$ cat src/rtl/pixel_pkg.sv
// Shared constants for the pixel clamp pipeline: round-mode codes, default
// widths and the clip-statistics counter width.
package pixel_pkg;

  localparam logic [1:0] ROUND_TRUNC     = 2'd0;
  localparam logic [1:0] ROUND_HALF_UP   = 2'd1;
  localparam logic [1:0] ROUND_HALF_EVEN = 2'd2;

  localparam int DEF_IN_W   = 20;
  localparam int DEF_FRAC_W = 7;
  localparam int DEF_OUT_W  = 8;

  localparam int STATS_W = 16;

endpackage

$ cat src/rtl/pixel_round_clamp_ch.sv
// One channel of round + clamp. Purely combinational; the parent's S1
// registers sit between the round half (din_i -> rnd_o) and the clamp half.
module pixel_round_clamp_ch
  import pixel_pkg::*;
#(
  parameter int IN_W   = DEF_IN_W,
  parameter int FRAC_W = DEF_FRAC_W,
  parameter int OUT_W  = DEF_OUT_W,
  parameter int RW     = IN_W + 1 - FRAC_W
) (
  input  logic [IN_W-1:0]  din_i,
  input  logic [1:0]       round_mode_i,
  output logic [RW-1:0]    rnd_o,
  output logic             neg_o,
  input  logic [RW-1:0]    rnd_i,
  input  logic             neg_i,
  output logic [OUT_W-1:0] pix_o,
  output logic             clip_lo_o,
  output logic             clip_hi_o
);

  localparam logic [FRAC_W-1:0] FRAC_HALF = FRAC_W'(1) << (FRAC_W - 1);
  localparam logic [IN_W:0]     HALF      = {{(IN_W + 1 - FRAC_W){1'b0}}, FRAC_HALF};
  localparam logic [IN_W:0]     HALF_M1   = HALF - (IN_W + 1)'(1);

  localparam int CW = ((RW > OUT_W) ? RW : OUT_W) + 1;
  localparam logic [CW-1:0] PIX_MAX = {{(CW - OUT_W){1'b0}}, {OUT_W{1'b1}}};

  logic [IN_W:0] ext;
  logic [IN_W:0] inc;
  logic [IN_W:0] sum;
  logic [CW-1:0] rnd_ext;
  logic          unused_frac;

  // One guard bit above the input so the largest positive value plus the
  // rounding increment cannot wrap into the sign.
  always_comb begin
    ext = {din_i[IN_W-1], din_i};
    inc = '0;
    case (round_mode_i)
      ROUND_TRUNC:     inc = '0;
      ROUND_HALF_EVEN: inc = (din_i[FRAC_W-1:0] == FRAC_HALF && !din_i[FRAC_W]) ? HALF_M1 : HALF;
      default:         inc = HALF;
    endcase
    sum = ext + inc;
  end

  assign rnd_o       = sum[IN_W:FRAC_W];
  assign neg_o       = din_i[IN_W-1];
  assign unused_frac = ^sum[FRAC_W-1:0];

  always_comb begin
    rnd_ext   = CW'(rnd_i);
    clip_lo_o = neg_i;
    clip_hi_o = !neg_i && (rnd_ext > PIX_MAX);
    pix_o     = rnd_ext[OUT_W-1:0];
    if (clip_lo_o) begin
      pix_o = '0;
    end else if (clip_hi_o) begin
      pix_o = '1;
    end
  end

endmodule

$ cat src/rtl/pixel_clamp_pipe.sv
// Two-stage valid/ready pipeline: S1 rounds, S2 clamps to unsigned pixels.
// Optional clip counters are built when PIXEL_CLAMP_STATS_EN is defined.
module pixel_clamp_pipe
  import pixel_pkg::*;
#(
  parameter int IN_W     = DEF_IN_W,
  parameter int FRAC_W   = DEF_FRAC_W,
  parameter int OUT_W    = DEF_OUT_W,
  parameter int CHANNELS = 3
) (
  input  logic                      clk,
  input  logic                      rst,
  input  logic [1:0]                round_mode,
  input  logic                      in_valid,
  output logic                      in_ready,
  input  logic [CHANNELS*IN_W-1:0]  in_data,
  input  logic                      in_last,
  output logic                      out_valid,
  input  logic                      out_ready,
  output logic [CHANNELS*OUT_W-1:0] out_data,
  output logic                      out_last
`ifdef PIXEL_CLAMP_STATS_EN
  ,
  input  logic                      stats_clear,
  output logic [STATS_W-1:0]        clip_lo_cnt,
  output logic [STATS_W-1:0]        clip_hi_cnt
`endif
);

  localparam int RW = IN_W + 1 - FRAC_W;

  logic                      s1_valid_q;
  logic                      s1_last_q;
  logic [CHANNELS*RW-1:0]    s1_rnd_q;
  logic [CHANNELS*RW-1:0]    s1_rnd_d;
  logic [CHANNELS-1:0]       s1_neg_q;
  logic [CHANNELS-1:0]       s1_neg_d;

  logic                      s2_valid_q;
  logic                      s2_last_q;
  logic [CHANNELS*OUT_W-1:0] s2_pix_q;
  logic [CHANNELS*OUT_W-1:0] s2_pix_d;
  logic [CHANNELS-1:0]       clip_lo_d;
  logic [CHANNELS-1:0]       clip_hi_d;

  logic                      s1_load;
  logic                      s2_load;

  assign s2_load  = !s2_valid_q || out_ready;
  assign s1_load  = !s1_valid_q || s2_load;
  assign in_ready = s1_load;

  assign out_valid = s2_valid_q;
  assign out_data  = s2_pix_q;
  assign out_last  = s2_last_q;

  for (genvar ch = 0; ch < CHANNELS; ch++) begin : g_ch
    pixel_round_clamp_ch #(
      .IN_W   (IN_W),
      .FRAC_W (FRAC_W),
      .OUT_W  (OUT_W),
      .RW     (RW)
    ) u_ch (
      .din_i        (in_data[ch*IN_W +: IN_W]),
      .round_mode_i (round_mode),
      .rnd_o        (s1_rnd_d[ch*RW +: RW]),
      .neg_o        (s1_neg_d[ch]),
      .rnd_i        (s1_rnd_q[ch*RW +: RW]),
      .neg_i        (s1_neg_q[ch]),
      .pix_o        (s2_pix_d[ch*OUT_W +: OUT_W]),
      .clip_lo_o    (clip_lo_d[ch]),
      .clip_hi_o    (clip_hi_d[ch])
    );
  end

  always_ff @(posedge clk) begin
    if (rst) begin
      s1_valid_q <= 1'b0;
      s1_last_q  <= 1'b0;
      s1_rnd_q   <= '0;
      s1_neg_q   <= '0;
      s2_valid_q <= 1'b0;
      s2_last_q  <= 1'b0;
      s2_pix_q   <= '0;
    end else begin
      if (s1_load) begin
        s1_valid_q <= in_valid;
        if (in_valid) begin
          s1_rnd_q  <= s1_rnd_d;
          s1_neg_q  <= s1_neg_d;
          s1_last_q <= in_last;
        end
      end
      if (s2_load) begin
        s2_valid_q <= s1_valid_q;
        if (s1_valid_q) begin
          s2_pix_q  <= s2_pix_d;
          s2_last_q <= s1_last_q;
        end
      end
    end
  end

`ifdef PIXEL_CLAMP_STATS_EN
  logic [CHANNELS-1:0] s2_lo_q;
  logic [CHANNELS-1:0] s2_hi_q;
  logic [STATS_W-1:0]  lo_cnt_q;
  logic [STATS_W-1:0]  hi_cnt_q;
  logic [STATS_W-1:0]  lo_cnt_d;
  logic [STATS_W-1:0]  hi_cnt_d;
  logic [STATS_W:0]    lo_sum;
  logic [STATS_W:0]    hi_sum;

  always_ff @(posedge clk) begin
    if (rst) begin
      s2_lo_q <= '0;
      s2_hi_q <= '0;
    end else if (s2_load && s1_valid_q) begin
      s2_lo_q <= clip_lo_d;
      s2_hi_q <= clip_hi_d;
    end
  end

  // Saturating accumulate of per-beat clip counts; clear wins over increment.
  always_comb begin
    lo_sum   = {1'b0, lo_cnt_q} + (STATS_W + 1)'($countones(s2_lo_q));
    hi_sum   = {1'b0, hi_cnt_q} + (STATS_W + 1)'($countones(s2_hi_q));
    lo_cnt_d = lo_cnt_q;
    hi_cnt_d = hi_cnt_q;
    if (stats_clear) begin
      lo_cnt_d = '0;
      hi_cnt_d = '0;
    end else if (s2_valid_q && out_ready) begin
      lo_cnt_d = lo_sum[STATS_W] ? '1 : lo_sum[STATS_W-1:0];
      hi_cnt_d = hi_sum[STATS_W] ? '1 : hi_sum[STATS_W-1:0];
    end
  end

  always_ff @(posedge clk) begin
    if (rst) begin
      lo_cnt_q <= '0;
      hi_cnt_q <= '0;
    end else begin
      lo_cnt_q <= lo_cnt_d;
      hi_cnt_q <= hi_cnt_d;
    end
  end

  assign clip_lo_cnt = lo_cnt_q;
  assign clip_hi_cnt = hi_cnt_q;
`else
  logic unused_clip;
  assign unused_clip = ^{clip_lo_d, clip_hi_d};
`endif

endmodule

$ cat config.mk
export PLATFORM = sky130hd
export DESIGN_NAME = pixel_clamp_pipe
export DESIGN_NICKNAME = d
export VERILOG_FILES = /design/src/rtl/pixel_pkg.sv /design/src/rtl/pixel_round_clamp_ch.sv /design/src/rtl/pixel_clamp_pipe.sv
export SDC_FILE = /design/constraint.sdc
export NUM_CORES = 1
export LEC_CHECK = 0
export ABC_AREA = 0
export BUFFER_PORTS_ARGS = -buffer_cell sky130_fd_sc_hd__buf_2
export CORE_MARGIN = 5
export CORE_UTILIZATION = 44
export DETAILED_ROUTE_END_ITERATION = 6
export PLACE_DENSITY = 0.68
export REMOVE_ABC_BUFFERS = 1
export SLEW_MARGIN = 20
export SYNTH_ARGS = -nofsm -noshare
export SYNTH_HDL_FRONTEND = slang
export SYNTH_SLANG_ARGS = --single-unit
$ cat constraint.sdc
create_clock -name clk -period 4.3 [get_ports clk]
set_input_delay 0.645 -clock clk [delete_from_list [all_inputs] [get_ports clk]]
set_output_delay 0.645 -clock clk [all_outputs]
set_load 0.005 [all_outputs]
# --- After elaboration in Yosys (flattened, before gate mapping) ---
# Index checks and enable logic that the tools add are counted.
word_totals:
  inputBits: 67
  elab_cells: 48
  regBits: 73
  output_inout_bits: 27
op_classes:
  n_mux: 12
  order_cmp: 3
  eq_ne: 4
  n_reduce_logical: 19
  addsub: 3
ops:
  columns: ["cell", "count"]
  rows:
  - ["case mux 21 bit (2 select lines)", 3]
  - ["adder 21 bit", 3]
  - ["two-way mux 8 bit", 6]
  - ["> comparator 14 x 8 -> 1 bit (second input constant)", 3]
  - ["== test 7 bit (second input constant)", 3]
  - ["two-way mux 7 bit", 3]
  - ["logical NOT 1 bit", 8]
  - ["logical AND 1 bit", 6]
  - ["AND reduction 2 bit", 2]
  - ["== test 2 bit (second input constant)", 1]
  - ["logical NOT 2 bit", 1]
  - ["logical OR 1 bit", 2]

# --- Longest topological paths before layout ---
# Gate-level depths: netlist of run 1.
logic_depth:
  word_depth: 5
  mapped_depth: 11
  depth_no_buf: 10

# --- Cells and area by module ---
# From an unflattened synthesis of run 1, not the netlist that was laid out.
hier_totals:
  cells_unflattened: 560
  hier_area_um2: 4819.6
by_module_without_submodules:
  columns: ["mod", "n_inst", "cells_per_inst", "area_per_inst_um2", "seq_area_each_um2"]
  rows:
  - ["pixel_clamp_pipe", 1, 323, 3141.8, 1461.4]
  - ["pixel_round_clamp_ch", 3, 79, 559.3, 0.0]

# --- Least setup slack after synthesis of run 1 ---
# No wires, ideal clock.
synth_timing:
  kind: "in2reg"
  start: "input in_data[0]"
  end: "register s1_rnd_q[6]"
  path_stages: 10
  t_required_ps: 4214
  path_slack_ps: 1525
  setup_time_ps: 86
  t_arrival_ps: 2690
  n_path_buf: 1
  path_cell_list: "nor4b_1 -> and3_1 -> ha_1 -> a211o_1 -> a211oi_4 -> or2_1 -> buf_4 -> nor2_1 -> xnor2_1 -> a211oi_1"
synth_between:
  elab_chain_cells: 5
synth_lines:
  columns: ["item", "line_no", "source"]
  rows:
  - ["start: declaration", "pixel_clamp_pipe.sv:16", "input logic [CHANNELS*IN_W-1:0] in_data,"]
  - ["== test 7 bit", "pixel_round_clamp_ch.sv:42", "ROUND_HALF_EVEN: inc = (din_i[FRAC_W-1:0] == FRAC_HALF && !din_i[FRAC_W]) ? HALF_M1 : HALF;"]
  - ["logical AND 1 bit", "pixel_round_clamp_ch.sv:42", null]
  - ["two-way mux 7 bit", "pixel_round_clamp_ch.sv:42", null]
  - ["case mux 21 bit (2 select lines)", "pixel_round_clamp_ch.sv:40", "case (round_mode_i)"]
  - ["adder 21 bit (*)", "pixel_round_clamp_ch.sv:45", "sum = ext + inc;"]
  - ["end signal: assignment", "pixel_clamp_pipe.sv:89", "s1_rnd_q <= s1_rnd_d;"]
  - ["end: declaration", "pixel_clamp_pipe.sv:34", "logic [CHANNELS*RW-1:0] s1_rnd_q;"]
# Every way passes the cells marked *; elsewhere a longest branch is shown, timed or not.
# A chain may end at the register's enable or synchronous reset.

# --- Worst setup path in the final report of run 1 ---
layout_timing:
  start: "input in_data[27]"
  end: "register s1_rnd_q[26]"
layout_between:
  elab_chain_cells: 5
layout_lines:
  columns: ["item", "line_no"]
  rows:
  - ["logical NOT 1 bit", "pixel_round_clamp_ch.sv:42"]
  - ["logical AND 1 bit", "pixel_round_clamp_ch.sv:42"]
  - ["two-way mux 7 bit", "pixel_round_clamp_ch.sv:42"]
  - ["case mux 21 bit (2 select lines)", "pixel_round_clamp_ch.sv:40"]
  - ["adder 21 bit (*)", "pixel_round_clamp_ch.sv:45"]
# Marked as above.

==> qor.yml, run 1 <==
status: "complete, no violations"
grt_pass1_wl_um: 15000
clkTransAtPathRegs_ns: 0.07
slew_violations: 0
num_rows: 33
fin_skew_ns: 0.00734
yosys_warnings: 0
insertion_delay_ns: 0.34
final.setup.tns_ns: 0
initial_core_util_pct: 45.6
coreArea_um2: 8300
ir_worst_vdd_mv: 0.144
die_h_um: 103
ys_types: 47
via_count: 3513
rr_endpoint: "s1_rnd_q[5]$_SDFFE_PP0P_"
cts_sinks: 73
r2r_setup_slack_ns: 2.19
synth_seq_cells: 73
synthMuxAreaShare_pct: 0.265
arrival_ns: 3.23
synth_compound_area_share_pct: 17.8
cts-resized-gates: 0
synth_area_um2: 3780
synth_fa_ha_area_share_pct: 5.96
whs_path_depth: 2
synth_area_leaders: "dfxtp_1 (39%), nor2_1 (11%), a211oi_1 (6.4%)"
finalPower_w: 0.00150
grt_max_degree: 52
cts_tree: "done"
dp_hpwl_um: 6670
port_buffers: 93
whs_ns: 0.457
worstMarginPinSlew_ns: 0.911
die_w_um: 103
cts_setup_buffers: 0
drt_wl_total_um: 8850
fmax_mhz: 334
clock_path_buffers: 2
slew_headroom_pct: 39.2
boundaryPins: 94
synth_edf_count: 0
overflow: 0
yosysTopAreaCell: "dfxtp_1"
area_delta_synth_final_pct: 18.3
finalSetupViolCount: 0
grt_use_total_pct: 17.7
synthXorXnorAreaFrac_pct: 7.41
min_to: "s1_rnd_q[0]$_SDFFE_PP0P_"
cts_root_buf: "clkbuf_8"
cp_max_fo: 9
place.gp.congestion: 0.820
syn_inst: 476
ant_nets: 0
synth_flop_cell: "dfxtp_1"
synthSimpleGateAreaFrac_pct: 26.4
crit_required_ns: 4.54
nets: 638
hp-class: "register to register"
num_antenna_cells: 0
grt_pass1_vias: 3384
fin_crit_ns: 2.99
crit_path_start: "in_data[27]"
power_density_nw_per_um2: 336
fin_crit_sh_pct: 69.6
fillers: 811
first_iter_violations: 84
htree_levels: 3
drive_above_1_share_pct: 22.4
synth_top_family_by_area: "simple AND/OR/NAND/NOR gates"
seq_area_frac_synth_pct: 38.6
vias_per_cell: 5.30
cts_buffers: 9
synth_area_per_cell_um2: 7.94
yosysTopAreaCellShare_pct: 38.6
hold_viol_final: 0
setup.worst_path.class: "primary input to register"
reg2reg_from: "out_valid$_SDFFE_PP0P_"
drc: 0
start_kind: "primary input"
antenna_found_initial: 0
cp-end-kind: "register"
min_from: "s1_rnd_q[0]$_SDFFE_PP0P_"
ff2ff_path_depth: 6
drv_cap: 0
rsz0062_at_grt: "no"
dieArea_um2: 10500
wl_per_cell_um: 13.3
p_leak_nw: 1.95
postLayoutCoreUtil_pct: 53.9
yosysMostFrequentCell: "nor2_1"
ys_async_sr_fraction_pct: 0
yosys-top-cells-count: "nor2_1 (108), dfxtp_1 (73), a21oi_1 (43)"
firstDrtPassIters: 6
cts_hold_buf: 0
==> kinds of logic after synthesis <==
kind of cell	count (synthesis)
AND/OR/NAND/NOR	220
flip-flops	73
buffers and inverters	33
XOR/XNOR	32
multiplexers	1
AO/OA/AOI/OAI	99
adder cells (fa/ha/maj)	18
==> metrics by stage <==
stage               worst slack (ns)  std cells  cell area, µm²
CTS                             1.28        663            4470
global route                   0.971        663            4470
detailed placement             0.926        647            4280
global placement               0.915        647            4280
finish                          1.31        663            4470
floorplan                       1.53        447            3670
==> area by class of cell <==
| class | instances | area, µm² | share of cell area (%) |
|---|---|---|---|
| timing repair buffer | 95 | 480 | 10.7 |
| sequential | 73 | 1460 | 32.7 |
| inverter | 4 | 15.0 | 0.336 |
| tap | 105 | 131 | 2.94 |
| clock inverter | 2 | 10.0 | 0.224 |
| clock buffer | 14 | 183 | 4.08 |
| multi-input combinational | 370 | 2190 | 49.0 |
==> worst max-delay path by stage <==
| stage | end | slack [ns] |
|---|---|---|
| floorplan | s1_rnd_q[3]$_SDFFE_PP0P_ | 1.53 |
| global placement | s1_rnd_q[23]$_SDFFE_PP0P_ | 0.91 |
| detailed placement | s1_rnd_q[26]$_SDFFE_PP0P_ | 0.93 |
| CTS | s1_rnd_q[26]$_SDFFE_PP0P_ | 1.28 |
| global route | s1_rnd_q[26]$_SDFFE_PP0P_ | 0.97 |
| finish | s1_rnd_q[26]$_SDFFE_PP0P_ | 1.31 |
==> cell usage in the layout, fill, tap and decap left out, types with 2 or more instances in the layout <==
master and count:
xnor2_1 16, ha_1 18, or3_1 2, nor3_1 28
nand2_2 2, nor2b_1 2, a31oi_1 2, buf_2 93
dfxtp_1 73, inv_1 4, and4_1 2, nor2_1 108
o211ai_1 2, o211ai_2 2, nor4_1 6, buf_4 2
or2_2 2, clkinv_2 2, o21ai_0 5, nand2_1 33
a211oi_1 32, clkbuf_8 13, xor2_1 16, a21oi_1 43
nand4_1 4, o2111a_1 2, nor4b_1 4, nand3_1 15
and3_1 4
==> sequential cells by signal, indices dropped and copies added, names as in the netlist <==
name and count:
out_data 24, s1_valid_q 1, s1_last_q 1, out_valid 1
s1_rnd_q 42, out_last 1, s1_neg_q 3
==> critical path: stages <==
cell	delay (ns)
buf_2	0.13
nor4_1	0.37
and3_1	0.37
nor2_1	0.08
ha_1	0.32
nand3_1	0.08
a21oi_1	0.29
o211a_1	0.35
nand3_1	0.16
xor2_1	0.16
a211oi_1	0.27
==> routing by layer <==
metal | vias up | GRT usage (%) | wire (µm)
met2 | 94 | 28.6 | 4020
li1 | 1828 | - | -
met4 | 0 | 7.27 | 154
met3 | 12 | 3.11 | 577
met1 | 1579 | 23.3 | 4100
met5 | - | 0 | 0
==> report_power, final <==
part	internal [W]	total (W)	switching [W]	leakage (nW)
clock	0.000271	0.000507	0.000236	0.102
combinational	0.000104	0.000245	0.000141	1.24
sequential	0.000725	0.000752	0.0000275	0.604
Power figures use the tool's default switching activity.
==> inputs of run 2 (changes only) <==
- PLACE_DENSITY: 0.68 -> 0.71
- clock period: 4.3 -> 2.69 ns (I/O delays scaled with it)
==> qor.yml, run 2 (synthesized netlist as in run 1, its figures left out) <==
initial_core_util_pct: 45.6  # unchanged
boundaryPins: 94  # unchanged
grt_max_degree: 50  # -3.8%
vias_per_cell: 5.20  # -1.8%
largest_register_ffs: 42  # unchanged
cp-end-kind: "register"
crit_path_start: "in_data[0]"
dieArea_um2: 10500  # unchanged
drive_above_1_share_pct: 25.8  # +3.4 points
num_antenna_cells: 0  # unchanged
grt_pass1_wl_um: 15200  # +1.2%
insertion_delay_ns: 0.34  # about the same
cts_sinks: 73  # unchanged
grt_use_total_pct: 17.9  # +0.23 points
place.gp.congestion: 0.887  # +8.1%
cts_tree: "done"
top_register: "s1_rnd_q"
layout_setup_ws_ns: 0.312  # -0.994 ns
setup.worst_path.class: "primary input to register"
coreArea_um2: 8300  # unchanged
ir_worst_vdd_mv: 0.212  # +47%
nets: 661  # +3.6%
htree_levels: 3  # unchanged
fmax_mhz: 420
clock_path_buffers: 2  # unchanged
mostFrequentLayoutCells: "nor2_1 (108), buf_2 (93), dfxtp_1 (73)"
cts_buffers: 9  # unchanged
fin_skew_ns: 0.00969  # +0.00235 ns
cts_root_buf: "clkbuf_8"
drv_cap: 0  # unchanged
port_buffers: 93  # unchanged
finalSetupViolCount: 0  # unchanged
die_w_um: 103  # unchanged
final.setup.tns_ns: 0  # unchanged
worstMarginPinSlew_ns: 0.779  # -0.132 ns
rr_endpoint: "s1_rnd_q[9]$_SDFFE_PP0P_"
first_iter_violations: 142  # +69%
placed_area_um2: 4470  # +4.3%
reg2reg_from: "out_valid$_SDFFE_PP0P_"
cp_cell_sequence: "buf_2 -> nor4b_1 -> and3_1 -> nor2_1 -> ha_1 -> o211ai_2 -> or3_4 -> nor3_4 -> nand2_2 -> xor2_1 -> a211oi_2"
fin_crit_sh_pct: 88.4
dp_hpwl_um: 6900  # +3.6%
hold_viol_final: 0  # unchanged
start_kind: "primary input"
slew_headroom_pct: 48.0  # +8.8 points
whs_ns: 0.297  # -0.160 ns
ant_nets: 0  # unchanged
num_rows: 33  # unchanged
final_common_cell: "nor2_1"
crit_required_ns: 2.94  # -1.60 ns
antenna_found_initial: 0  # unchanged
slew_violations: 0  # unchanged
arrival_ns: 2.63  # -0.60 ns
cts_setup_buffers: 0  # unchanged
area_delta_synth_final_pct: 23.4
r2r_setup_slack_ns: 0.68  # -1.51 ns
status: "complete, no violations"
firstDrtPassIters: 4  # -2
overflow: 0  # unchanged
wl_per_cell_um: 13.2  # -1.2%
hp-class: "primary input to register"
rsz0062_at_grt: "no"
stdcell_area_um2: 4670  # +4.3%
numPlacedInstances: 670  # +3.6%
cp_slowest_stage_delay_ns: 0.42  # +0.05 ns
endpoint: "s1_rnd_q[12]$_SDFFE_PP0P_"
drt_wl_total_um: 9050  # +2.3%
cp_max_fo: 5  # -4
grt_pass1_vias: 3398  # +0.41%
die_h_um: 103  # unchanged
fin_crit_ns: 2.38
slowest_stage: "or3_4"
clkTransAtPathRegs_ns: 0.08  # about the same
via_count: 3568  # +1.6%
power_density_nw_per_um2: 528  # +57%
dp_slack_ns: -0.0482  # -0.974 ns
drc: 0  # unchanged
final_cell_count_no_fill: 686  # +3.5%
p_leak_nw: 2.05  # +5.3%
ff2ff_path_depth: 6  # unchanged
run 2: worst min path at each step:
stage | to | cells past startpoint | slack [ns] | from
3_5_place_dp | s1_last_q$_SDFFE_PP0P_ | 2 | 0.45 | s1_last_q$_SDFFE_PP0P_
3_3_place_gp | s1_last_q$_SDFFE_PP0P_ | 2 | 0.44 | s1_last_q$_SDFFE_PP0P_
4_1_cts | s1_valid_q$_SDFFE_PP0N_ | 3 | 0.28 | in_valid
5_1_grt | s1_last_q$_SDFFE_PP0P_ | 3 | 0.29 | in_last
2_1_floorplan | s1_rnd_q[11]$_SDFFE_PP0P_ | 2 | 0.43 | s1_rnd_q[11]$_SDFFE_PP0P_
6_report | s1_valid_q$_SDFFE_PP0N_ | 3 | 0.30 | in_valid
run 2: where the power goes:
| part | switching (W) | total (W) | internal, W | leakage (nW) |
|---|---|---|---|---|
| sequential | 0.0000459 | 0.00120 | 0.00116 | 0.604 |
| combinational | 0.000231 | 0.000413 | 0.000182 | 1.35 |
| clock | 0.000397 | 0.000847 | 0.000451 | 0.0953 |
run 2: critical path: cells and delay by family:
family	cells	cell delay, ns
xor gates and xnor gates	1	0.15
and+or+nand+nor	6	1.36
AOI/OAI and AO/OA	2	0.30
adders and majority gates	1	0.32
buffers and inverters	1	0.10
run 2: cell type report:
| class | count | area, µm² |
|---|---|---|
| fillers | 792 | 3630 |
| multi-input cells | 370 | 2200 |
| flip-flops and latches | 73 | 1460 |
| repair buffers | 118 | 666 |
| clock buffers | 11 | 141 |
| well taps | 105 | 131 |
| clock inverters | 5 | 55.1 |
| inverters | 4 | 15.0 |
run 2: per-layer routing:
layer  GRT usage [%]  wire length, µm  part of all wire (%)  vias to the layer above
met5               0                0                     0                        -
met1            23.2             4200                    46                     1601
li1                -                -                     -                     1870
met2            29.0             4210                    47                       82
met3            3.59              490                   5.4                       15
met4            7.27              146                   1.6                        0
run 2: stage by stage:
step	utilization, %	total power (W)
final	56.2	0.00246
after global routing	56.2	0.00260
after CTS	56.2	0.00249
after detailed placement	53.8	0.00164
after global placement	53.8	0.00163
after floorplan	-	0.00145
run 2: what timing repair did:
item                       4_1_cts  5_1_grt
hold buffers                     0        0
hold endpoints to repair         0        0
resized for setup                0        2
setup endpoints to repair        0        1
